**src/rtl/step_pulse_gen.sv**
```systemverilog
// Single-step front end: synchronizes and debounces a push-button. Each accepted
// press yields one strobe, one stretched step clock and one counter increment.
module step_pulse_gen #(
    parameter int unsigned DEBOUNCE_CYCLES = 1000000,
    parameter int unsigned PULSE_WIDTH     = 16,
    parameter int unsigned STEP_CNT_W      = 16
) (
    input  logic                  clk_100M,
    input  logic                  rst,
    input  logic                  btn_in,
    output logic                  step_clk,
    output logic                  step_pulse,
    output logic                  btn_level,
    output logic [STEP_CNT_W-1:0] step_count
);

    localparam int unsigned CNT_W = $clog2(DEBOUNCE_CYCLES);
    localparam int unsigned WID_W = $clog2(PULSE_WIDTH + 1);
    localparam logic [CNT_W-1:0] CNT_LAST = CNT_W'(DEBOUNCE_CYCLES - 1);
    localparam logic [WID_W-1:0] WID_LOAD = WID_W'(PULSE_WIDTH);

    typedef enum logic [1:0] {
        IDLE,
        PRESS_WAIT,
        HELD,
        RELEASE_WAIT
    } state_e;

    state_e                  state_q, state_d;
    logic                    s1_q, s2_q;
    logic [CNT_W-1:0]        cnt_q, cnt_d;
    logic [WID_W-1:0]        wid_q, wid_d;
    logic                    step_clk_q, step_clk_d;
    logic                    pulse_q, pulse_d;
    logic                    level_q, level_d;
    logic [STEP_CNT_W-1:0]   count_q, count_d;

    // NOTE: every variable gets a default first so no path through the case leaves it unassigned (no latches).
    always_comb begin
        state_d    = state_q;
        cnt_d      = cnt_q;
        pulse_d    = 1'b0;
        level_d    = level_q;
        count_d    = count_q;
        wid_d      = wid_q;
        step_clk_d = step_clk_q;

        // Step clock stretcher: falls on the edge where the width counter hits zero.
        if (wid_q != '0) begin
            wid_d      = wid_q - 1'b1;
            step_clk_d = (wid_q != WID_W'(1));
        end

        unique case (state_q)
            IDLE: begin
                if (s2_q) begin
                    state_d = PRESS_WAIT;
                    cnt_d   = '0;
                end
            end
            PRESS_WAIT: begin
                if (!s2_q) begin
                    state_d = IDLE;
                    cnt_d   = '0;
                end else if (cnt_q == CNT_LAST) begin
                    state_d    = HELD;
                    cnt_d      = '0;
                    pulse_d    = 1'b1;
                    level_d    = 1'b1;
                    count_d    = count_q + 1'b1;
                    wid_d      = WID_LOAD;
                    step_clk_d = 1'b1;
                end else begin
                    cnt_d = cnt_q + 1'b1;
                end
            end
            HELD: begin
                level_d = 1'b1;
                if (!s2_q) begin
                    state_d = RELEASE_WAIT;
                    cnt_d   = '0;
                end
            end
            RELEASE_WAIT: begin
                // A short return to high is release bounce: back to HELD, no new step.
                if (s2_q) begin
                    state_d = HELD;
                    cnt_d   = '0;
                end else if (cnt_q == CNT_LAST) begin
                    state_d = IDLE;
                    cnt_d   = '0;
                    level_d = 1'b0;
                end else begin
                    cnt_d = cnt_q + 1'b1;
                end
            end
            default: begin
                state_d = IDLE;
                cnt_d   = '0;
            end
        endcase
    end

    // NOTE: sequential state uses non-blocking assignments so all flops sample pre-edge values.
    always_ff @(posedge clk_100M or negedge rst) begin
        if (!rst) begin
            state_q    <= IDLE;
            s1_q       <= 1'b0;
            s2_q       <= 1'b0;
            cnt_q      <= '0;
            wid_q      <= '0;
            step_clk_q <= 1'b0;
            pulse_q    <= 1'b0;
            level_q    <= 1'b0;
            count_q    <= '0;
        end else begin
            state_q    <= state_d;
            s1_q       <= btn_in;
            s2_q       <= s1_q;
            cnt_q      <= cnt_d;
            wid_q      <= wid_d;
            step_clk_q <= step_clk_d;
            pulse_q    <= pulse_d;
            level_q    <= level_d;
            count_q    <= count_d;
        end
    end

    assign step_clk   = step_clk_q;
    assign step_pulse = pulse_q;
    assign btn_level  = level_q;
    assign step_count = count_q;

endmodule
```
**config.mk**
```make
export PLATFORM = sky130hd
export DESIGN_NAME = step_pulse_gen
export DESIGN_NICKNAME = d
export VERILOG_FILES = /design/src/rtl/step_pulse_gen.sv
export SDC_FILE = /design/constraint.sdc
export NUM_CORES = 1
export LEC_CHECK = 0
export CORE_ASPECT_RATIO = 0.9
export CORE_MARGIN = 4
export CORE_UTILIZATION = 50
export DETAILED_ROUTE_END_ITERATION = 8
export PLACE_DENSITY = 0.78
export SYNTH_ARGS = -nofsm -noshare
export SYNTH_HDL_FRONTEND = slang
export SYNTH_SLANG_ARGS = --single-unit
```
**constraint.sdc**
```tcl
create_clock -name clk_100M -period 2.8 [get_ports clk_100M]
set_input_delay 0.56 -clock clk_100M [delete_from_list [all_inputs] [get_ports clk_100M]]
set_output_delay 0.56 -clock clk_100M [all_outputs]
set_load 0.1 [all_outputs]
```
==> flow_metrics.env <==
export IMPL_yosysWarnings=0
export IMPL_cp_cell_sequence="ha_1 > and3_1 > nand4b_4 > nor4_4 > or3b_1 > xnor2_1"
export IMPL_setup_slack_ns=0.625
export IMPL_syn_nets=261
export IMPL_synth_compound_area_share_pct=9.23
export IMPL_ys_top_cells_by_count="48 x dfrtp_1, 30 x nand2_1, 18 x nand3_1"
export IMPL_synth_xor_area_share_pct=6.71
export IMPL_gp_congestion=0.830
export IMPL_place_area_um2=2720
export IMPL_critPathCaptureType="flop"
export IMPL_grt_max_degree=25
export IMPL_clockBufferDepth=2
export IMPL_num_vias=1830
export IMPL_ys_seq_elements=48
export IMPL_wl_per_cell_um=13.8
export IMPL_fp_row_count=24
export IMPL_synth_most_common_cell="dfrtp_1"
export IMPL_ir_worst_vdd_mv=0.286
export IMPL_antenna_cells=0
export IMPL_postCtsSetupBuffers=0
export IMPL_grt_usage_pct=16.9
export IMPL_met3_length_um=239
export IMPL_die_w_um=82.3
export IMPL_nets=285
export IMPL_h_tree_depth=2
export IMPL_ant_nets=0
export IMPL_synth_cell_types=44
export IMPL_synth_async_reset_ratio_pct=100
export IMPL_synth_top_family_by_area="simple AND/OR/NAND/NOR gates"
export IMPL_run_status="finished clean"
export IMPL_fmaxAchievable_ghz=0.460
export IMPL_antenna_found_initial=0
export IMPL_vias_per_cell=5.34
export IMPL_ys_flop_type="dfrtp_1"
export IMPL_grt_pass1_vias=1686
export IMPL_dp_slack_ns=0.644
export IMPL_path_max_fanout=7
export IMPL_timing_slew_headroom_pct=64.0
export IMPL_start_util_pct=51.3
export IMPL_die_y_um=74.8
export IMPL_gr_total_overflow=0
export IMPL_tns_ns=0
export IMPL_ctsResizeCount=0
export IMPL_clock_sinks=48
export IMPL_hp_class="in2async"
export IMPL_muxShareOfSynthArea_pct=2.87
export IMPL_cts_hold_buf=0
export IMPL_core_area_um2=4830
export IMPL_rsz0062_at_grt="no"
export IMPL_port_buffers=21
export IMPL_whs_ns=0.214
export IMPL_path_delay_family="simple AND/OR/NAND/NOR gates"
export IMPL_syn_area_per_cell_um2=9.81
export IMPL_grt_pass1_wl_um=7960
export IMPL_hold_viol=0
export IMPL_worstMarginPinSlew_ns=0.540
export IMPL_fillerInstances=406
export IMPL_synth_adder_area_share_pct=2.52
export IMPL_yosys_area_share_simple_pct=27.2
export IMPL_design_area_um2=2810
export IMPL_dieArea_um2=6160
export IMPL_period_needed_ns=2.18
export IMPL_numCtsBuffers=5
export IMPL_yosysSeqAreaShare_pct=48.4
export IMPL_cts_tree="built"
export IMPL_drt_wl_total_um=4720
export IMPL_top_layer_used="met4"
export IMPL_met1_length_um=2330
export IMPL_finalMaxSlewViolations=0
export IMPL_critPathSlowestCell="nor4_4"
export IMPL_clock_skew_ns=0.00782
export IMPL_firstDrtPassIters=4
export IMPL_max_stage_delay_ns=0.47
export IMPL_ctsRootBufferMaster="clkbuf_8"
export IMPL_critPathLaunchType="flop"
export IMPL_crit_arrival_ns=2.37
export IMPL_synth_area_leader_cell="dfrtp_1"
export IMPL_crit_required_ns=3.00
export IMPL_area_growth_pct=13.4
export IMPL_power_density_nw_per_um2=491
export IMPL_hpwl_um=3440
export IMPL_initialDrtViolationCount=90
export IMPL_cap_viol_max_count=0
export IMPL_setup_viol=0
export IMPL_critical_path_class="reg2reg"
export IMPL_finalPower_w=0.00138
export IMPL_top_level_ports=22
export IMPL_clk_latency_ns=0.31
export IMPL_synth_area_leaders="dfrtp_1 48%, xnor2_1 4.6%, nand2_1 4.5%, nand3_1 3.6%, o21ai_0 2.8%"
export IMPL_cp_buffers_inverters=0
export IMPL_path_clk_slew_ns=0.09
export IMPL_period_share_pct=77.7
export IMPL_yosysTopAreaCellShare_pct=48.4
export IMPL_leakage_nw=1.36
export IMPL_wl_met2_um=2100
export IMPL_drive_gt1_share_pct=14.7
export IMPL_drc=0
export IMPL_synth_area_um2=2480
export IMPL_synth_edf_count=0
export IMPL_syn_inst=253
-- metal layers --
| layer | vias to the layer above | track usage, % |
|---|---|---|
| met3 | 5 | 3.47 |
| met4 | 0 | 5.54 |
| li1 | 941 | - |
| met2 | 41 | 25.6 |
| met1 | 843 | 24.3 |
| met5 | - | 0 |
-- power breakdown --
part	leakage (nW)	switching, W	internal [W]
registers	0.663	0.0000295	0.000714
clock network	0.0434	0.000241	0.000200
logic	0.654	0.000133	0.0000631
-- logic make-up (layout without fill, tap and decap cells) --
logic type / after synthesis / after routing
xor+xnor: 19 / 19
mux: 7 / 7
compound gates: 39 / 39
fa+ha+maj: 5 / 5
flops: 48 / 48
buf+inv: 19 / 44
simple gates: 116 / 116
-- path summary, 6_finish.rpt --
| kind | from | cells after the start | slack [ns] | to |
|---|---|---|---|---|
| max reg2reg | cnt_q[0] | 6 | 0.62 | step_count[15] |
| min reg2reg | s1_q | 0 | 0.35 | s2_q |
| max in group asynchronous | rst | 2 | 1.99 | cnt_q[15] |
| max | cnt_q[0] | 6 | 0.62 | step_count[15] |
| min | rst | 1 | 0.21 | step_count[0] |
| min in group clk_100M | s1_q | 0 | 0.35 | s2_q |
-- layout make-up --
type / count / area, um2 / share of cell area, %
multi-input combinational: 186 / 1200 / 42.8
tap: 65 / 81.3 / 2.89
sequential: 48 / 1200 / 42.7
inverter: 11 / 41.3 / 1.47
clock inverter: 2 / 15.0 / 0.534
clock buffer: 6 / 82.6 / 2.93
timing repair buffer: 25 / 188 / 6.67
-- state kept, by name, summed over array words and instances (netlist names), named ones only --
register / flops
step_pulse: 1
cnt_q: 20
s1_q: 1
wid_q: 5
btn_level: 1
step_count: 16
s2_q: 1
state_q: 1
step_clk: 1
-- stage by stage --
stage	util [%]	std cells
after floorplan	-	253
final	58.2	343
after CTS	58.2	343
after global placement	56.2	335
after detailed placement	56.2	335
after global routing	58.2	343
-- cell usage in the layout, fill, tap and decap left out, types with 4 or more instances in the layout --
cell type / synthesis / layout
inv_1: 11 / 11
a21oi_1: 11 / 11
xor2_1: 6 / 6
nor2_1: 17 / 17
nor3_1: 8 / 8
dfrtp_1: 48 / 48
nand2_1: 30 / 30
clkbuf_8: 0 / 6
or3_1: 4 / 4
buf_4: 0 / 23
and3_1: 4 / 4
nand4_1: 6 / 6
o21ai_0: 14 / 14
xnor2_1: 13 / 13
a21o_1: 5 / 5
mux2i_1: 6 / 6
nand3_1: 18 / 18
ha_1: 5 / 5
-- worst register-to-register path, stage by stage (launching register included) --
cell      delay [ns]
dfrtp_1         0.42
ha_1            0.22
and3_1          0.25
nand4b_4        0.17
nor4_4          0.47
or3b_1          0.41
xnor2_1         0.13
No activity file was read; power rests on OpenSTA's default activity.
